<file path="config.mk">
export PLATFORM = sky130hd
export DESIGN_NAME = cache_control_nway
export DESIGN_NICKNAME = d
export VERILOG_FILES = /design/src/rtl/cache_control_nway.sv
export SDC_FILE = /design/constraint.sdc
export NUM_CORES = 1
export LEC_CHECK = 0
export CAP_MARGIN = 20
export CORE_MARGIN = 2
export CORE_UTILIZATION = 52
export CTS_BUF_LIST = sky130_fd_sc_hd__clkbuf_4 sky130_fd_sc_hd__clkbuf_8
export DETAILED_ROUTE_END_ITERATION = 8
export PLACE_DENSITY = 0.83
export SLEW_MARGIN = 20
export SYNTH_ARGS = -nofsm -noshare
export SYNTH_HDL_FRONTEND = slang
export SYNTH_SLANG_ARGS = --single-unit
</file>
<file path="constraint.sdc">
create_clock -name clk -period 2.8 [get_ports clk]
set_input_delay 0.56 -clock clk [delete_from_list [all_inputs] [get_ports clk]]
set_output_delay 0.56 -clock clk [all_outputs]
set_load 0.01 [all_outputs]
</file>
<file path="src/rtl/cache_control_nway.sv">
// N-way set-associative write-back/write-allocate cache controller with tree PLRU,
// victim selection (invalid way first), writeback/allocate sequencing and hit/miss counters.
module cache_control_nway #(
   parameter int WAYS  = 4,
   parameter int SETS  = 8,
   parameter int IDX_W = $clog2(SETS),
   parameter int CNT_W = 16
) (
   input  logic             clk,
   input  logic             rst_n,
   input  logic             mem_read,
   input  logic             mem_write,
   output logic             mem_resp,
   input  logic [IDX_W-1:0] set_index,
   input  logic [WAYS-1:0]  hit_vec,
   input  logic [WAYS-1:0]  valid_vec,
   input  logic [WAYS-1:0]  dirty_vec,
   output logic             pmem_read,
   output logic             pmem_write,
   input  logic             pmem_resp,
   output logic [WAYS-1:0]  way_sel,
   output logic [WAYS-1:0]  data_write,
   output logic [WAYS-1:0]  tag_write,
   output logic [WAYS-1:0]  valid_write,
   output logic [WAYS-1:0]  dirty_write,
   output logic             dirty_in,
   output logic             datainmux_sel,
   output logic             addrmux_sel,
   output logic [CNT_W-1:0] hit_cnt,
   output logic [CNT_W-1:0] miss_cnt
);

   localparam int LVL   = $clog2(WAYS);
   localparam int NODES = WAYS - 1;

   typedef enum logic [1:0] {S_IDLE, S_WRITEBACK, S_ALLOCATE} state_t;

   state_t           state_q, state_d;
   logic [WAYS-1:0]  victim_q, victim_d;
   logic [NODES-1:0] plru_q [SETS];
   logic [NODES-1:0] plru_d [SETS];
   logic [CNT_W-1:0] hit_cnt_q, hit_cnt_d;
   logic [CNT_W-1:0] miss_cnt_q, miss_cnt_d;

   logic [LVL-1:0]   hit_idx;
   logic [LVL-1:0]   victim_idx;
   logic             request;

   function automatic logic [LVL-1:0] first_one(input logic [WAYS-1:0] v);
      first_one = '0;
      for (int i = WAYS - 1; i >= 0; i--) begin
         if (v[i]) first_one = LVL'(i);
      end
   endfunction

   // Walk from the root; a 0 bit sends the search to the lower-index child.
   function automatic logic [LVL-1:0] plru_victim(input logic [NODES-1:0] bits);
      int node;
      node = 0;
      for (int l = 0; l < LVL; l++) begin
         node = 2 * node + 1 + int'(bits[node]);
      end
      return LVL'(node - NODES);
   endfunction

   function automatic logic [NODES-1:0] plru_touch(input logic [NODES-1:0] bits,
                                                    input logic [LVL-1:0]   way);
      logic [NODES-1:0] r;
      logic             dir;
      int               node;
      r    = bits;
      node = 0;
      for (int l = 0; l < LVL; l++) begin
         dir     = way[LVL-1-l];
         r[node] = ~dir;
         node    = 2 * node + 1 + int'(dir);
      end
      return r;
   endfunction

   assign request    = mem_read | mem_write;
   assign hit_idx    = first_one(hit_vec);
   assign victim_idx = (valid_vec != '1) ? first_one(~valid_vec)
                                         : plru_victim(plru_q[set_index]);
   assign hit_cnt    = hit_cnt_q;
   assign miss_cnt   = miss_cnt_q;

   // NOTE: every output and next-state value gets a default first, so no path can infer a latch.
   always_comb begin
      state_d       = state_q;
      victim_d      = victim_q;
      plru_d        = plru_q;
      hit_cnt_d     = hit_cnt_q;
      miss_cnt_d    = miss_cnt_q;
      mem_resp      = 1'b0;
      pmem_read     = 1'b0;
      pmem_write    = 1'b0;
      way_sel       = '0;
      data_write    = '0;
      tag_write     = '0;
      valid_write   = '0;
      dirty_write   = '0;
      dirty_in      = 1'b0;
      datainmux_sel = 1'b0;
      addrmux_sel   = 1'b0;
      // Outputs are forced low while reset is asserted so no array write can slip through.
      if (rst_n) begin
         case (state_q)
            S_IDLE: begin
               if (request && (hit_vec != '0)) begin
                  mem_resp                = 1'b1;
                  way_sel                 = WAYS'(1) << hit_idx;
                  plru_d[set_index]       = plru_touch(plru_q[set_index], hit_idx);
                  if (hit_cnt_q != '1) hit_cnt_d = hit_cnt_q + 1'b1;
                  if (mem_write) begin
                     data_write  = WAYS'(1) << hit_idx;
                     dirty_write = WAYS'(1) << hit_idx;
                     dirty_in    = 1'b1;
                  end
               end else if (request) begin
                  victim_d = WAYS'(1) << victim_idx;
                  if (miss_cnt_q != '1) miss_cnt_d = miss_cnt_q + 1'b1;
                  state_d  = dirty_vec[victim_idx] ? S_WRITEBACK : S_ALLOCATE;
               end
            end
            S_WRITEBACK: begin
               pmem_write  = 1'b1;
               addrmux_sel = 1'b1;
               way_sel     = victim_q;
               if (pmem_resp) state_d = S_ALLOCATE;
            end
            S_ALLOCATE: begin
               pmem_read = 1'b1;
               way_sel   = victim_q;
               if (pmem_resp) begin
                  data_write    = victim_q;
                  tag_write     = victim_q;
                  valid_write   = victim_q;
                  dirty_write   = victim_q;
                  datainmux_sel = 1'b1;
                  state_d       = S_IDLE;
               end
            end
            default: state_d = S_IDLE;
         endcase
      end
   end

   // NOTE: state uses non-blocking assignments; the PLRU file is reset because victim choice must be deterministic.
   always_ff @(posedge clk or negedge rst_n) begin
      if (!rst_n) begin
         state_q    <= S_IDLE;
         victim_q   <= '0;
         hit_cnt_q  <= '0;
         miss_cnt_q <= '0;
         for (int s = 0; s < SETS; s++) plru_q[s] <= '0;
      end else begin
         state_q    <= state_d;
         victim_q   <= victim_d;
         hit_cnt_q  <= hit_cnt_d;
         miss_cnt_q <= miss_cnt_d;
         plru_q     <= plru_d;
      end
   end

endmodule
</file>
==> run metrics, run 1 <==
Avg WL per Cell 16.2 um; Tot Pwr 3.21 mW; final WL 7.77 mm; Min Clock Period, post-route 2.72 ns; Worst setup SP type input pin; EDFF count, synth 0; initial detailed-routing violation count 121; R2R Path End plru_q[23]$_DFFE_PN0P_; post-synthesis sequential element count 62; port bufs 77; First-pass DRT Iterations 4; R2R Path Start state_q[0]$_DFFE_PN0P_; Top-Level Pins 78; Overflow after GRT 0; initial antenna violation count 0; most frequent cells in the layout clkdlybuf4s50_1 (66), dfrtp_1 (62), buf_4 (27), nor2_1 (26), nand2_1 (22); CTS sink cnt 62; Leak 1.97 nW; CTS Hold Bufs 0; final worst path period share 97.3%; Clock transition at path regs 0.07 ns; CTS tree built; DP Area 0.00425 mm^2; WL met3 401 um; Vias 2658; Initial Util 54.5%; Finished Cell Area 0.00446 mm^2; Worst slew margin 54.3%; Top Metal Used met4; most common cell after layout, fill and taps aside clkdlybuf4s50_1; die width 83.4 um; vias per inst 5.55; syn avg cell area 11.1 um^2; max-slew violations 0; Nets 425; register area share after synthesis 47.3%; Syn Nets 323; CTS Buf Count 9; Area Growth Syn to Fin 36.0%; dpl hpwl 5.70 mm; Max IR drop VDD 0.596 mV; Main synth FF type dfrtp_1; actual slew at the worst max-slew pin 0.686 ns; largest net degree at the start of global routing 57; ant diodes 0; residual DRC count 0; Crit. End Element primary output; Synth Cell Area 0.00328 mm^2; FF-to-FF path depth 7; clk buf depth 2; Max-Cap Viols 0; Hold/Removal Path Class in -> async; endpoints failing hold 0; floorplan die height 83.4 um; outcome finished, final reports clean; core area 0.00603 mm^2; PwrDens 719 mW/mm^2; Critical Path AT 2.16 ns; kind of critical path in -> out; Post-synth ARST share 100%; Total Routing Usage GR 23.0%; first-pass GRT wire length 12.8 mm; Final setup viols 0; worst skew pair latency 0.34 ns; clock skew 0.0132 ns; CTS root buffer clkbuf_8; share of cells above drive strength 1 21.3%; worst-path maximum fanout 4; vias in the first global route 2683; H-tree lvl count 3; Die ar. 0.00696 mm^2; RSZ-0062 raised after global routing false; RD Place Congestion 0.886; post-synth cell types 44; Post-Route M1 WL 3.24 mm; wire length on met2 4.04 mm; reg2reg setup slack 0.48 ns; Final ANT Viol Nets 0; Total Neg Setup Slack 0 ns; Max Fclk 0.367 GHz; Yosys warning total 0; CP required 2.24 ns; Synth Instances 297; site row count 28
## cells in the mapped netlist (all sizes together) (3+ instances only)
library cell | number | area, um^2
ha | 6 | 75.1
and3 | 4 | 25.0
xnor2 | 17 | 149
inv | 8 | 30.0
buf | 13 | 98.8
nand4 | 11 | 68.8
nor3 | 5 | 25.0
nor2 | 26 | 97.6
nand3 | 20 | 105
and2 | 8 | 50.1
a21oi | 9 | 48.8
and4 | 4 | 35.0
dfrtp | 62 | 1550
o21ai | 11 | 55.1
nor4b | 3 | 45.0
a32oi | 3 | 26.3
mux2 | 19 | 214
mux4 | 6 | 135
nand2 | 23 | 88.8
mux2i | 6 | 60.1
xor2 | 13 | 114
## how the worst max path moves through the flow
stage,to,cells after the start,from,slack [ns]
after global routing,way_sel[1],6,state_q[0]$_DFFE_PN0P_,0.02
after global placement,dirty_write[3],6,hit_vec[2],-0.23
after detailed placement,dirty_write[3],6,hit_vec[2],-0.26
final,data_write[2],6,hit_vec[2],0.08
after floorplan,dirty_write[3],5,hit_vec[2],0.49
after CTS,data_write[2],6,hit_vec[2],0.009
## cell type report
type / count / area (um^2)
multi-input cells: 214 / 1620
repair buffers: 104 / 957
clock buffers: 9 / 124
flip-flops and latches: 62 / 1550
well taps: 75 / 93.8
inverters: 8 / 30.0
fillers: 437 / 1560
clock inverters: 7 / 88.8
## cells by family after synthesis
group,share of synthesized area (%)
buf+inv,3.93
mux,12.5
simple gates,18.2
fa+ha+maj,2.29
flops,47.3
xor+xnor,8.01
compound gates,7.82
## sequential cells by signal (all words and copies together) (netlist names)
register	flops
victim_q	4
state_q	2
hit_cnt	16
plru_q	24
miss_cnt	16
## worst max-delay path: stages
cell	delay [ns]
clkdlybuf4s50_1	0.42
or4_4	0.54
and3_4	0.21
nand3_1	0.09
a21oi_1	0.09
clkdlybuf4s15_1	0.25
## power by group
group | internal (mW) | total [mW] | switching, mW
Clock | 0.496 | 0.851 | 0.355
Combinational | 0.560 | 1.01 | 0.451
Sequential | 1.15 | 1.34 | 0.195
Total | 2.21 | 3.21 | 1.00
## per-layer routing
metal / vias up / global-route usage (%)
li1: 1267 / -
met1: 1303 / 28.4
met2: 80 / 40.0
met3: 8 / 4.67
met4: 0 / 8.80
met5: - / 0
## what timing repair did
| action | in CTS | in global routing |
|---|---|---|
| pin swaps | 0 | 0 |
| hold endpoints to repair | 0 | 0 |
| buffers inserted | 0 | 0 |
| endpoints found under the setup margin | 9 | 17 |
| gates resized for setup | 14 | 12 |
## per-stage QoR
stage          hold WS (ns)  cells  setup slack (ns)  util, %
6_report             0.0588    479            0.0752     74.1
2_1_floorplan         0.264    297             0.489        -
5_1_grt              0.0627    479            0.0171     74.1
4_1_cts              0.0514    479           0.00907     74.0
3_5_place_dp          0.420    463            -0.261     70.5
3_3_place_gp          0.412    463            -0.226     70.5
(Power assumes the default switching activity.)
==> inputs of run 2 (changes only) <==
Settings changed: CORE_UTILIZATION 52 to 30, PLACE_DENSITY 0.83 to unset.
==> run 2 against run 1 <==
Die area grew 69%. Maximum frequency decreased by 0.99%. Hold slack better by 0.23 ns. First-iteration DRC count decreased by 36%. Total power increased by 4.0%. Highest routed layer unchanged.
==> run metrics, run 2 (synthesis results as in run 1) <==
max-slew violations 0 (unchanged); Die ar. 0.0118 mm^2 (+69%); Min Clock Period, post-route 2.75 ns (+0.0273 ns); Initial Util 30.5% (-24 points); vias per inst 4.78 (-14%); floorplan die height 109 um (+30%); Tot Pwr 3.34 mW (+4.0%); CTS Hold Bufs 0 (unchanged); setup bufs post-CTS 0 (unchanged); core area 0.0107 mm^2 (+78%); Top-Level Pins 78 (unchanged); crit-path cells clkdlybuf4s50_1 > or4_4 > and3_4 > nand3_1 > a21oi_1 > dlygate4sd2_1; R2R Path Start state_q[0]$_DFFE_PN0P_; Multi-input gate area 0.00162 mm^2 (about the same); actual slew at the worst max-slew pin 0.692 ns (+0.00578 ns); Nets 428 (+0.71%); Critical Path AT 2.19 ns (+0.03 ns); Total Neg Setup Slack 0 ns (unchanged); Final ANT Viol Nets 0 (unchanged); CTS sink cnt 62 (unchanged); CTS root buffer clkbuf_8; Vias 2615 (-1.6%); Final setup viols 0 (unchanged); vias in the first global route 2654 (-1.1%); slowest stage delay, CP 0.55 ns (about the same); Seq. cell area 0.00155 mm^2 (unchanged); worst-path maximum fanout 4 (unchanged); First-pass DRT Iterations 4 (unchanged); Max stage delay cell, worst path or4_4; most frequent cells in the layout clkdlybuf4s50_1 (66), dfrtp_1 (62), buf_4 (29), nor2_1 (26), nand2_1 (22); CTS Buf Count 9 (unchanged); clk buf depth 2 (unchanged); final worst path period share 98.3% (+0.97 points); CTS tree built; site row count 38 (+36%); Hold Slack 0.287 ns (+0.229 ns); endpoints failing hold 0 (unchanged); share of cells above drive strength 1 21.9% (+0.58 points); RSZ-0062 raised after global routing true; Worst slew margin 53.9% (-0.39 points); Worst setup SP type input pin; first-pass GRT wire length 12.9 mm (+0.16%); most common cell after layout, fill and taps aside clkdlybuf4s50_1; Max IR drop VDD 0.456 mV (-23%); Area Growth Syn to Fin 40.6%; worst skew pair latency 0.34 ns (about the same); die width 109 um (+30%); kind of critical path in -> out; dpl hpwl 5.88 mm (+3.2%); fillers 1074 (+150%); ant diodes 0 (unchanged); Overflow after GRT 0 (unchanged); final WL 7.78 mm (+0.10%); Hold/Removal Path Class in -> async; Clock transition at path regs 0.06 ns (about the same); Max Fclk 0.363 GHz (-0.99%); port bufs 77 (unchanged); clock skew 0.00622 ns (-0.00696 ns); Max-Cap Viols 0 (unchanged); Total Routing Usage GR 14.0% (-9.0 points); Worst Setup SP hit_vec[2]; outcome finished, final reports clean; max FFs per register 24 (unchanged); H-tree lvl count 3 (unchanged); Leak 1.99 nW (+1.1%); Avg WL per Cell 14.2 um (-12%); PwrDens 723 mW/mm^2 (+0.57%); residual DRC count 0 (unchanged); CP required 2.24 ns (about the same); RD Place Congestion 0.792 (-11%); initial antenna violation count 0 (unchanged); largest net degree at the start of global routing 57 (unchanged); largest register by flop count plru_q; Crit. End Element primary output; initial detailed-routing violation count 77 (-36%)
==> run 2: cell count changes in the layout (fill, tap and decap cells not counted), sizes merged <==
cell	before	now
clkinvlp	0	2
buf	30	31
bufinv	2	3
dlygate4sd2	3	6
dlymetal6s2s	1	0
clkbuf	9	13
clkdlybuf4s15	4	2
clkinv	5	0
==> run 2: stage by stage <==
| stage | util, % | instance area, um^2 | worst slack, ns | cells |
|---|---|---|---|---|
| 2_1_floorplan | - | 3280 | 0.489 | 297 |
| 3_3_place_gp | 40.6 | 4360 | -0.229 | 531 |
| 3_5_place_dp | 40.6 | 4360 | -0.275 | 531 |
| 4_1_cts | 43.0 | 4620 | 0.0159 | 547 |
| 5_1_grt | 43.0 | 4620 | -0.0296 | 547 |
| 6_report | 43.0 | 4620 | 0.0479 | 547 |
==> run 2: worst paths after layout <==
kind                                                 to  slack [ns]  depth (start not counted)
worst max-delay path                      data_write[1]        0.05                          6
worst max register to register  hit_cnt[13]$_DFFE_PN0P_        0.49                         10
worst min register to register    plru_q[0]$_DFFE_PN0P_        0.48                          2
worst min-delay path            victim_q[1]$_DFFE_PN0P_        0.29                          2
max in group asynchronous        hit_cnt[1]$_DFFE_PN0P_        1.82                          2
min in group clk                  plru_q[0]$_DFFE_PN0P_        0.48                          2
==> run 2: worst max-delay path, delay by kind of cell <==
kind,cells,cell delay (ns)
buffers and inverters,2,0.73
AO/OA/AOI/OAI,1,0.07
AND/OR/NAND/NOR,3,0.83
==> run 2: layout make-up <==
| type | instances | share of cell area (%) |
|---|---|---|
| clock inverter | 5 | 2.28 |
| clock buffer | 11 | 3.28 |
| inverter | 8 | 0.651 |
| timing repair buffer | 107 | 21.4 |
| tap | 140 | 3.80 |
| multi-input combinational | 214 | 35.0 |
| sequential | 62 | 33.6 |
==> run 2: where the power goes <==
part	switching [mW]	internal [mW]
registers	0.191	1.15
clock network	0.347	0.640
logic	0.444	0.564
total	0.983	2.35
==> run 2: per-layer routing <==
metal	part of all wire (%)	global-route usage [%]	up-vias	wire length (um)
met3	4.3	2.83	7	338
met2	48	22.7	62	3770
met5	0	0	-	0
met4	1.2	5.49	0	95
met1	46	18.3	1271	3580
li1	-	-	1275	-
==> run 2: repair_timing <==
item	4_1_cts	5_1_grt
gates cloned	0	0
setup endpoints to repair	10	10
gates resized for setup	14	8
==> inputs of run 3 (changes only) <==
Settings changed: SKIP_CTS_REPAIR_TIMING set to 1.
==> run 3 against run 2 <==
Global-route usage is essentially flat. Setup slack better by 0.078 ns. Sequential cell count unchanged. First-iteration DRC count unchanged. Non-clock buffer count did not move. Clock skew stayed put. Register-to-register slack about the same. Via count is essentially flat. Sequential power is essentially flat. Highest routed layer unchanged. Total power is 0.12% higher.
==> run metrics, run 3 (synthesis results as in run 1) <==
outcome finished, final reports clean; port bufs 77 (unchanged); sw frac 29.4% (-0.062 points); Finished Cell Area 0.00464 mm^2 (+0.60%); clk buf depth 2 (unchanged); actual slew at the worst max-slew pin 0.692 ns (-0.0000721 ns); Area Growth Syn to Fin 41.5%; endpoints failing hold 0 (unchanged); max FFs per register 24 (unchanged); share of cells above drive strength 1 21.9% (unchanged); kind of critical path in -> out; Nets 428 (unchanged); core area 0.0107 mm^2 (unchanged); Leak 2.10 nW (+5.5%); vias per inst 4.78 (about the same); max-slew violations 0 (unchanged); CTS root buffer clkbuf_8; CTS Buf Count 9 (unchanged); DP Area 0.00436 mm^2 (unchanged); Worst setup SP type input pin; most frequent cells in the layout clkdlybuf4s50_1 (66), dfrtp_1 (62), buf_4 (29), nor2_1 (26), nand2_1 (22); Final setup viols 0 (unchanged); Sequential Power Share 40.1% (about the same); Clock power frac 29.5% (about the same); Clock transition at path regs 0.06 ns (about the same); clock skew 0.00622 ns (unchanged); vias in the first global route 2647 (-0.26%); Worst slew margin 53.9% (about the same); post-layout util 43.2% (+0.26 points); PwrDens 719 mW/mm^2 (-0.48%); crit-path most repeated cell clkdlybuf4s50_1; largest net degree at the start of global routing 57 (unchanged); Crit. End Element primary output; CP required 2.24 ns (about the same); fillers 1062 (-1.1%); Critical Path AT 2.11 ns (-0.08 ns); CTS tree built; Initial Util 30.5% (unchanged); CTS sink cnt 62 (unchanged); Min Clock Period, post-route 2.67 ns (-0.0780 ns); CP delay by family, top buffers and inverters; floorplan die height 109 um (unchanged); RD Place Congestion 0.792 (unchanged); worst-path maximum fanout 7 (+3); most common cell after layout, fill and taps aside clkdlybuf4s50_1; Max Fclk 0.374 GHz (+2.9%); residual DRC count 0 (unchanged); Max stage delay cell, worst path clkdlybuf4s50_1; initial antenna violation count 0 (unchanged); slowest stage delay, CP 0.48 ns (-0.07 ns); Hold/Removal Path Class in -> async; ant diodes 0 (unchanged); Switch Pwr 982 uW (about the same); Vias 2617 (+0.076%); RSZ-0062 raised after global routing false; worst slack, placed -0.275 ns (unchanged); Max-Cap Viols 0 (unchanged); First-pass DRT Iterations 4 (unchanged); final setup margin 0.126 ns (+0.0780 ns); Total Routing Usage GR 14.0% (-0.026 points); Avg WL per Cell 14.2 um (-0.22%); dpl hpwl 5.88 mm (unchanged); H-tree lvl count 3 (unchanged); die width 109 um (unchanged); final worst path period share 95.5% (-2.8 points); Comb pwr share 30.3% (about the same); worst skew pair latency 0.34 ns (about the same); Cell Int Power 2.36 mW (+0.20%); worst path buffer plus inverter count 2 (unchanged); initial detailed-routing violation count 77 (unchanged); Top-Level Pins 78 (unchanged); Die ar. 0.0118 mm^2 (unchanged); Max IR drop VDD 0.456 mV (about the same); site row count 38 (unchanged); largest register by flop count plru_q; final WL 7.76 mm (-0.22%); Hold Slack 0.287 ns (-0.000161 ns); Final ANT Viol Nets 0 (unchanged); crit-path cells clkdlybuf4s50_1 > o21a_2 > a32oi_1 > nor2_1 > clkdlybuf4s50_1; Overflow after GRT 0 (unchanged); first-pass GRT wire length 12.8 mm (-0.21%); Tot Pwr 3.34 mW (+0.12%)
-- run 3: cell count changes in the layout (fill, tap and decap cells not counted) --
cell             previous run  this run
dlymetal6s2s_1              0         8
clkdlybuf4s15_1             2         0
dlygate4sd2_1               6         0
-- run 3: power groups by stage --
stage                     registers [mW]  clock network, mW  logic, mW
final                               1.34              0.987       1.01
after global routing                1.38               1.06       1.12
after CTS                           1.35               1.02       1.02
after detailed placement            1.36                  0       1.01
after global placement              1.35                  0      0.992
after floorplan                     1.33                  0      0.579
-- run 3: cell type report --
class | count | area [um^2] | share of cell area (%)
flip-flops and latches | 62 | 1550 | 33.4
inverters | 8 | 30.0 | 0.647
clock inverters | 5 | 105 | 2.26
clock buffers | 11 | 151 | 3.26
well taps | 140 | 175 | 3.77
repair buffers | 107 | 1010 | 21.8
multi-input cells | 214 | 1620 | 34.8
-- run 3: per-layer routing --
metal	GRT usage [%]	routed length, um	vias to the layer above
li1	-	-	1275
met5	0	0	-
met1	18.3	3540	1267
met2	22.6	3760	68
met4	5.49	95	0
met3	2.83	361	7
-- run 3: final timing paths --
check                                            start                      end  slack [ns]  cells after the start
max in group asynchronous                        rst_n   hit_cnt[1]$_DFFE_PN0P_        1.82                      2
worst min register to register   plru_q[0]$_DFFE_PN0P_    plru_q[0]$_DFFE_PN0P_        0.48                      2
worst max-delay path                         mem_write               way_sel[1]        0.13                      5
worst min-delay path                             rst_n  victim_q[1]$_DFFE_PN0P_        0.29                      2
min in group clk                 plru_q[0]$_DFFE_PN0P_    plru_q[0]$_DFFE_PN0P_        0.48                      2
worst max register to register  state_q[0]$_DFFE_PN0P_  hit_cnt[13]$_DFFE_PN0P_        0.49                     10
-- run 3: through the flow --
stage	TNS [ns]	instances
final	0	547
after floorplan	0	297
after detailed placement	-4.29	531
after global placement	-3.31	531
after global routing	0	547
after CTS	-1.77	547
-- run 3: worst reg2reg max path: stages, from the launching register on --
cell and delay, ns:
dfrtp_1 0.42, inv_1 0.10, ha_2 0.23, o21a_2 0.22, nand3_2 0.13, inv_2 0.08
buf_4 0.14, o31ai_2 0.09, or4_1 0.54, nor2_1 0.14, xor2_1 0.14
